===== src/rtl/usb_token_receiver_pkg.sv =====
// Shared USB token definitions: PID constants, token/error codes and the CRC5 function.
// Used by both the token receiver and the token generator.
package usb_token_receiver_pkg;

  localparam int unsigned DATA_W = 11;
  localparam int unsigned CRC_W  = 5;
  localparam int unsigned ADDR_W = 7;
  localparam int unsigned ENDP_W = 4;

  localparam logic [CRC_W-1:0] CRC5_INIT = 5'b11111;
  localparam logic [CRC_W-1:0] CRC5_POLY = 5'b00101;

  localparam logic [7:0] PID_OUT   = 8'h1E;
  localparam logic [7:0] PID_IN    = 8'h96;
  localparam logic [7:0] PID_SOF   = 8'h5A;
  localparam logic [7:0] PID_SETUP = 8'hD2;

  typedef enum logic [1:0] {
    TOK_OUT   = 2'b00,
    TOK_IN    = 2'b01,
    TOK_SOF   = 2'b10,
    TOK_SETUP = 2'b11
  } tok_type_e;

  typedef enum logic [1:0] {
    ERR_PID = 2'b00,
    ERR_CRC = 2'b01,
    ERR_LEN = 2'b10,
    ERR_PHY = 2'b11
  } tok_err_e;

  // Fields held from the last good token
  typedef struct packed {
    tok_type_e          tok_type;
    logic [ADDR_W-1:0]  addr;
    logic [ENDP_W-1:0]  endp;
    logic [DATA_W-1:0]  frame;
  } tok_info_t;

  // CRC5 over data[0..10], LSB first, shift-left form, inverted result
  function automatic logic [CRC_W-1:0] crc5(input logic [DATA_W-1:0] data);
    logic [CRC_W-1:0] c;
    logic             fb;
    c = CRC5_INIT;
    for (int i = 0; i < int'(DATA_W); i++) begin
      fb = data[i] ^ c[CRC_W-1];
      c  = {c[CRC_W-2:0], 1'b0};
      if (fb) c = c ^ CRC5_POLY;
    end
    return ~c;
  endfunction

endpackage


===== src/rtl/usb_token_receiver_if.sv =====
// UTMI receive bus plus decoded-token outputs of the token receiver.
interface usb_token_receiver_if;
  import usb_token_receiver_pkg::*;

  logic [7:0]        utmi_rx_data;
  logic              utmi_rx_valid;
  logic              utmi_rx_active;
  logic              utmi_rx_error;

  logic              tok_valid;
  tok_type_e         tok_type;
  logic [ADDR_W-1:0] tok_addr;
  logic [ENDP_W-1:0] tok_endp;
  logic [DATA_W-1:0] tok_frame;
  logic              tok_err;
  tok_err_e          tok_err_code;
  logic              rx_busy;

  modport master (
    output utmi_rx_data, utmi_rx_valid, utmi_rx_active, utmi_rx_error,
    input  tok_valid, tok_type, tok_addr, tok_endp, tok_frame, tok_err, tok_err_code, rx_busy
  );

  modport slave (
    input  utmi_rx_data, utmi_rx_valid, utmi_rx_active, utmi_rx_error,
    output tok_valid, tok_type, tok_addr, tok_endp, tok_frame, tok_err, tok_err_code, rx_busy
  );

endinterface


===== src/rtl/usb_crc5_check.sv =====
// Combinational CRC5 match of an 11-bit token payload against the received CRC.
module usb_crc5_check
  import usb_token_receiver_pkg::*;
(
  input  logic [DATA_W-1:0] data_i,
  input  logic [CRC_W-1:0]  crc_rx_i,
  output logic              match_c
);

  assign match_c = (crc5(data_i) == crc_rx_i);

endmodule


===== src/rtl/usb_token_receiver.sv =====
// USB token packet receiver: decodes OUT/IN/SETUP/SOF tokens from the UTMI
// receive stream and reports either one good token or one rejection per packet.
module usb_token_receiver
  import usb_token_receiver_pkg::*;
(
  input  logic                 clk,
  input  logic                 rst_n,
  usb_token_receiver_if.slave  bus
);

  typedef enum logic [2:0] {
    ST_IDLE, ST_PID, ST_BYTE0, ST_BYTE1, ST_WAIT_EOP, ST_DRAIN
  } state_e;

  state_e            state_q, state_d;
  logic              active_q, active_d;
  logic [DATA_W-1:0] data_q, data_d;
  logic [CRC_W-1:0]  crc_rx_q, crc_rx_d;
  tok_type_e         pid_type_q, pid_type_d;
  logic              err_seen_q, err_seen_d;
  logic              tok_valid_q, tok_valid_d;
  logic              tok_err_q, tok_err_d;
  tok_err_e          err_code_q, err_code_d;
  tok_info_t         info_q, info_d;
  logic              rx_busy_q, rx_busy_d;

  logic              rise_c;
  logic              phy_err_c;
  logic              crc_ok_c;
  logic [7:0]        rx_byte_c;

  usb_crc5_check u_crc5_check (
    .data_i   (data_q),
    .crc_rx_i (crc_rx_q),
    .match_c  (crc_ok_c)
  );

  assign rx_byte_c = bus.utmi_rx_data;
  assign rise_c    = bus.utmi_rx_active && !active_q;
  assign phy_err_c = (state_q != ST_IDLE) && bus.utmi_rx_error;

  // Next-state and registered-output logic
  always_comb begin
    state_d     = state_q;
    active_d    = bus.utmi_rx_active;
    data_d      = data_q;
    crc_rx_d    = crc_rx_q;
    pid_type_d  = pid_type_q;
    err_seen_d  = err_seen_q;
    tok_valid_d = 1'b0;
    tok_err_d   = 1'b0;
    err_code_d  = err_code_q;
    info_d      = info_q;

    unique case (state_q)
      ST_IDLE: begin
        if (rise_c) begin
          state_d    = ST_PID;
          err_seen_d = 1'b0;
        end
      end
      ST_PID: begin
        if (!bus.utmi_rx_active) begin
          state_d = ST_IDLE; tok_err_d = 1'b1; err_code_d = ERR_LEN; err_seen_d = 1'b1;
        end else if (bus.utmi_rx_valid) begin
          if (rx_byte_c[7:4] != ~rx_byte_c[3:0]) begin
            state_d = ST_DRAIN; tok_err_d = 1'b1; err_code_d = ERR_PID; err_seen_d = 1'b1;
          end else begin
            state_d = ST_BYTE0;
            case (rx_byte_c)
              PID_OUT:   pid_type_d = TOK_OUT;
              PID_IN:    pid_type_d = TOK_IN;
              PID_SOF:   pid_type_d = TOK_SOF;
              PID_SETUP: pid_type_d = TOK_SETUP;
              default:   state_d    = ST_DRAIN;  // valid PID, but not a token
            endcase
          end
        end
      end
      ST_BYTE0: begin
        if (!bus.utmi_rx_active) begin
          state_d = ST_IDLE; tok_err_d = 1'b1; err_code_d = ERR_LEN; err_seen_d = 1'b1;
        end else if (bus.utmi_rx_valid) begin
          state_d     = ST_BYTE1;
          data_d[7:0] = rx_byte_c;
        end
      end
      ST_BYTE1: begin
        if (!bus.utmi_rx_active) begin
          state_d = ST_IDLE; tok_err_d = 1'b1; err_code_d = ERR_LEN; err_seen_d = 1'b1;
        end else if (bus.utmi_rx_valid) begin
          state_d      = ST_WAIT_EOP;
          data_d[10:8] = rx_byte_c[2:0];
          crc_rx_d     = rx_byte_c[7:3];
        end
      end
      ST_WAIT_EOP: begin
        if (!bus.utmi_rx_active) begin
          state_d = ST_IDLE;
          if (crc_ok_c) begin
            tok_valid_d     = 1'b1;
            info_d.tok_type = pid_type_q;
            if (pid_type_q == TOK_SOF) begin
              info_d.frame = data_q;
            end else begin
              info_d.addr = data_q[6:0];
              info_d.endp = data_q[10:7];
            end
          end else begin
            tok_err_d = 1'b1; err_code_d = ERR_CRC; err_seen_d = 1'b1;
          end
        end else if (bus.utmi_rx_valid) begin
          state_d = ST_DRAIN; tok_err_d = 1'b1; err_code_d = ERR_LEN; err_seen_d = 1'b1;
        end
      end
      ST_DRAIN: begin
        if (!bus.utmi_rx_active) state_d = ST_IDLE;
      end
      default: state_d = ST_IDLE;
    endcase

    // PHY error overrides everything else, but a packet reports at most one error
    if (phy_err_c) begin
      state_d     = ST_DRAIN;
      tok_valid_d = 1'b0;
      info_d      = info_q;
      tok_err_d   = !err_seen_q;
      err_code_d  = err_seen_q ? err_code_q : ERR_PHY;
      err_seen_d  = 1'b1;
    end
  end

  assign rx_busy_d = (state_d != ST_IDLE);

  // Synchronous reset; active_q resets high so a packet already in flight is not armed
  always_ff @(posedge clk) begin
    if (!rst_n) begin
      state_q     <= ST_IDLE;
      active_q    <= 1'b1;
      data_q      <= '0;
      crc_rx_q    <= '0;
      pid_type_q  <= TOK_OUT;
      err_seen_q  <= 1'b0;
      tok_valid_q <= 1'b0;
      tok_err_q   <= 1'b0;
      err_code_q  <= ERR_PID;
      info_q      <= '0;
      rx_busy_q   <= 1'b0;
    end else begin
      state_q     <= state_d;
      active_q    <= active_d;
      data_q      <= data_d;
      crc_rx_q    <= crc_rx_d;
      pid_type_q  <= pid_type_d;
      err_seen_q  <= err_seen_d;
      tok_valid_q <= tok_valid_d;
      tok_err_q   <= tok_err_d;
      err_code_q  <= err_code_d;
      info_q      <= info_d;
      rx_busy_q   <= rx_busy_d;
    end
  end

  assign bus.tok_valid    = tok_valid_q;
  assign bus.tok_err      = tok_err_q;
  assign bus.tok_err_code = err_code_q;
  assign bus.tok_type     = info_q.tok_type;
  assign bus.tok_addr     = info_q.addr;
  assign bus.tok_endp     = info_q.endp;
  assign bus.tok_frame    = info_q.frame;
  assign bus.rx_busy      = rx_busy_q;

endmodule


===== src/flat_wrapper.sv =====
// flat-port wrapper written by rule: the top's interface ports become plain ports
module usb_token_receiver_flat import usb_token_receiver_pkg::*;
  (clk, rst_n, bus_utmi_rx_data, bus_utmi_rx_valid, bus_utmi_rx_active, bus_utmi_rx_error, bus_tok_valid, bus_tok_type, bus_tok_addr, bus_tok_endp, bus_tok_frame, bus_tok_err, bus_tok_err_code, bus_rx_busy);
  usb_token_receiver_if bus_i ();
  input  logic clk;
  input  logic rst_n;
  input wire logic [$bits(bus_i.utmi_rx_data)-1:0] bus_utmi_rx_data;
  input wire logic [$bits(bus_i.utmi_rx_valid)-1:0] bus_utmi_rx_valid;
  input wire logic [$bits(bus_i.utmi_rx_active)-1:0] bus_utmi_rx_active;
  input wire logic [$bits(bus_i.utmi_rx_error)-1:0] bus_utmi_rx_error;
  output wire logic [$bits(bus_i.tok_valid)-1:0] bus_tok_valid;
  output wire logic [$bits(bus_i.tok_type)-1:0] bus_tok_type;
  output wire logic [$bits(bus_i.tok_addr)-1:0] bus_tok_addr;
  output wire logic [$bits(bus_i.tok_endp)-1:0] bus_tok_endp;
  output wire logic [$bits(bus_i.tok_frame)-1:0] bus_tok_frame;
  output wire logic [$bits(bus_i.tok_err)-1:0] bus_tok_err;
  output wire logic [$bits(bus_i.tok_err_code)-1:0] bus_tok_err_code;
  output wire logic [$bits(bus_i.rx_busy)-1:0] bus_rx_busy;
  assign bus_i.utmi_rx_data = bus_utmi_rx_data;
  assign bus_i.utmi_rx_valid = bus_utmi_rx_valid;
  assign bus_i.utmi_rx_active = bus_utmi_rx_active;
  assign bus_i.utmi_rx_error = bus_utmi_rx_error;
  assign bus_tok_valid = bus_i.tok_valid;
  assign bus_tok_type = bus_i.tok_type;
  assign bus_tok_addr = bus_i.tok_addr;
  assign bus_tok_endp = bus_i.tok_endp;
  assign bus_tok_frame = bus_i.tok_frame;
  assign bus_tok_err = bus_i.tok_err;
  assign bus_tok_err_code = bus_i.tok_err_code;
  assign bus_rx_busy = bus_i.rx_busy;
  usb_token_receiver u_core (.clk(clk), .rst_n(rst_n), .bus(bus_i));
endmodule

===== config.mk =====
export PLATFORM = sky130hd
export DESIGN_NAME = usb_token_receiver_flat
export DESIGN_NICKNAME = d
export VERILOG_FILES = /design/src/rtl/usb_token_receiver_pkg.sv /design/src/rtl/usb_token_receiver_if.sv /design/src/rtl/usb_crc5_check.sv /design/src/rtl/usb_token_receiver.sv /design/src/flat_wrapper.sv
export SDC_FILE = /design/constraint.sdc
export NUM_CORES = 1
export LEC_CHECK = 0
export ABC_AREA = 0
export CORE_ASPECT_RATIO = 0.7
export CORE_MARGIN = 5
export CORE_UTILIZATION = 25
export CTS_BUF_LIST = sky130_fd_sc_hd__clkbuf_8
export CTS_CLUSTER_SIZE = 28
export DETAILED_ROUTE_END_ITERATION = 8
export DONT_BUFFER_PORTS = 1
export PLACE_DENSITY = 0.44
export SLEW_MARGIN = 15
export SYNTH_ARGS = -nofsm -noshare
export SYNTH_HDL_FRONTEND = slang
export SYNTH_HIERARCHICAL = 1
export SYNTH_SLANG_ARGS = --single-unit

===== constraint.sdc =====
create_clock -name clk -period 5 [get_ports clk]
set_input_delay 0.5 -clock clk [delete_from_list [all_inputs] [get_ports clk]]
set_output_delay 0.5 -clock clk [all_outputs]
set_load 0.03 [all_outputs]

==> flow_summary.ini <==
[critical_path]
startpoint = u_core/data_q[0]$_SDFFE_PN0P_
r2r-start = u_core/data_q[0]$_SDFFE_PN0P_
end_kind = flip-flop
cp-start-kind = flip-flop
crit_arrival_ns = 3.37
crit_type = flip-flop to flip-flop
crit_fanout = 11
crit_required_ns = 5.17

[cells_and_area]
antenna_cells = 0
drive_gt1_share_pct = 8.53
nFillCells = 1043
final_cell_area_mm2 = 0.00270
areaGrowthSynthToFinish_pct = 8.40
nNetsFinal = 270

[pwr]
powerDensity_mw_per_mm2 = 274
vdd_drop_max_mv = 0.122
p_leak_nw = 1.09

[die]
die_x_um = 129
core_mm2 = 0.00968
die_h_um = 93.4
die-area_mm2 = 0.0121
initial_core_util_pct = 25.7
io_pins = 42
num_rows = 30

[place]
place_hpwl_mm = 4.60
place_area_mm2 = 0.00260
port_buffers = 0
place.gp.congestion = 0.777

[global_route]
grt_max_degree = 46
grt_use_total_pct = 10.9
gr-total-overflow = 0
antenna_found_initial = 0
grt_pass1_vias = 1699
grt_pass1_wl_mm = 10.2

[routing]
routed_wl_mm = 6.48
via_per_inst = 4.65
wire_per_inst_um = 16.8
met2_length_mm = 2.56
dr.pass1.iters = 4
vias = 1794
topRoutingLayerUsed = met4
antenna_left = 0
drc = 0
wl_met1_mm = 3.38
routed-wl-met3_um = 515
drt_iter0_drc = 69

[logic_synthesis]
synthMuxAreaShare_pct = 18.2
synth_area_leader_cell = dfxtp_1
syn_nets = 276
synth_top_family_by_area = simple AND/OR/NAND/NOR gates
synthDistinctLibCells = 44
synthAdderAreaFrac_pct = 0
ys_async_sr_fraction_pct = 0
synth_edf_count = 0
synth_ff_type = dfxtp_1
synth_most_common_cell = dfxtp_1
netlist.area_leader.share_pct = 41.9
synth_compound_area_share_pct = 8.35
yosys_warnings = 6
syn-cell-area_mm2 = 0.00249
synth_seq_cells = 52
synthSimpleGateAreaFrac_pct = 19.6
avgSynthCellArea_um2 = 9.45
synth_xor_xnor_area_share_pct = 8.81
synth.area.top_cells = dfxtp_1, mux2i_1, nor2_1
syn-instance-count = 263
yosys-top-cells-count = dfxtp_1, nor2_1, mux2i_1
yosysSeqAreaShare_pct = 41.9

[timing]
setup-violations-final = 0
slew_violations = 0
max_slew_margin_pct = 44.1
period_minus_slack_ns = 3.19
finalHoldViolCount = 0
max_freq_mhz = 313
rsz0062_at_grt = false
fin_setup_tns_ns = 0
finClkSkew_ns = 0.00929
worst_pin_slew_ns = 0.835
finalCritPeriodShare_pct = 63.9

[cts]
clk_latency_ns = 0.31
htree_levels = 2
post_cts_buffers = 0
cts_inserted_buffers = 5
clk_path_buf_depth = 2
cts.hold.buffers_added = 0
clkTransAtPathRegs_ns = 0.10
cts_resized = 0
cts_tree = built
cts.sink_count = 52
cts-root-buf = clkbuf_8

[hold_path]
hp-start = rst_n
min_path_type = input port to flip-flop

[outcome]
status = finished, final reports clean

[flow_run]
max_cap_violations = 0
## kinds of logic after synthesis
kind of cell    count (synthesis)
simple gates                   96
flops                          52
mux                            45
compound gates                 30
xor+xnor                       20
buf+inv                        20
## worst max-delay path: stages (launching register included)
cell and delay (ns):
dfxtp_1 0.47, xnor3_2 0.51, xnor2_1 0.26, and3_1 0.20, o21ai_0 0.13, a22oi_2 0.16
and3_1 0.29, nand3b_1 0.62, mux2i_1 0.35, nor2_1 0.06
## cell usage in the layout (no fill, tap or decap), types with 2 or more instances in the layout
cell,Yosys,final
and2_1,2,2
o211ai_1,5,5
and3_1,4,4
nor2b_1,8,8
nor4_1,2,2
o221a_2,2,2
a21oi_1,6,6
nor3b_1,2,2
dfxtp_1,52,52
buf_4,0,2
nor2_1,50,50
xor2_1,6,6
xnor2_1,11,11
nand2_1,7,7
or3_1,2,2
o21ai_0,8,8
mux2i_1,44,44
inv_1,4,4
xnor3_2,2,2
nand3b_1,2,2
inv_6,0,2
nor3_1,6,6
clkbuf_8,0,5
nand3_1,3,3
## cell type report
type | count | area [µm²] | area share [%]
Tap cell | 128 | 160 | 5.94
Multi-Input combinational cell | 191 | 1370 | 50.7
Timing Repair Buffer | 2 | 15.0 | 0.557
Clock buffer | 5 | 68.8 | 2.55
Clock inverter | 3 | 26.3 | 0.975
Inverter | 5 | 18.8 | 0.696
Sequential cell | 52 | 1040 | 38.6
## layer usage
layer / global-route usage [%] / vias to the layer above
met5: 0 / -
met1: 16.3 / 856
li1: - / 896
met4: 2.36 / 0
met3: 4.34 / 2
met2: 14.4 / 40
## report_power, final
part | leakage [nW] | switching (mW) | internal [mW] | total (mW)
registers | 0.420 | 0.0141 | 0.420 | 0.434
logic | 0.617 | 0.0285 | 0.0204 | 0.0490
clock network | 0.0491 | 0.154 | 0.103 | 0.257
total | 1.09 | 0.196 | 0.543 | 0.740
## sequential cells by signal, indices dropped and copies added (netlist names)
name	flops
u_core/bus.tok_err	1
u_core/data_q	11
u_core/bus.rx_busy	1
u_core/bus.tok_endp	4
u_core/crc_rx_q	5
u_core/err_seen_q	1
u_core/bus.tok_err_code	2
u_core/bus.tok_type	2
u_core/bus.tok_addr	7
u_core/active_q	1
u_core/bus.tok_frame	11
u_core/pid_type_q	2
u_core/state_q	3
u_core/bus.tok_valid	1
## worst paths after layout
kind | endpoint | slack, ns | depth (start not counted)
setup / recovery | u_core/bus.tok_frame[4]$_SDFFE_PN0P_ | 1.81 | 9
hold / removal | u_core/active_q$_SDFF_PN1_ | 0.26 | 1
hold reg to reg | u_core/crc_rx_q[4]$_SDFFE_PN0P_ | 0.53 | 2
setup reg to reg | u_core/bus.tok_frame[4]$_SDFFE_PN0P_ | 1.81 | 9
## through the flow
step / hold slack (ns) / total power, mW / std cells / utilization, % / setup WS, ns
finish: 0.262 / 0.740 / 386 / 27.8 / 1.81
global route: 0.250 / 0.776 / 386 / 27.8 / 1.59
CTS: 0.250 / 0.752 / 386 / 27.8 / 1.80
detailed placement: 0.509 / 0.492 / 378 / 26.8 / 1.83
global placement: 0.497 / 0.492 / 378 / 26.8 / 1.90
floorplan: 0.476 / 0.485 / 263 / - / 2.51
Power figures use the tool's default switching activity.
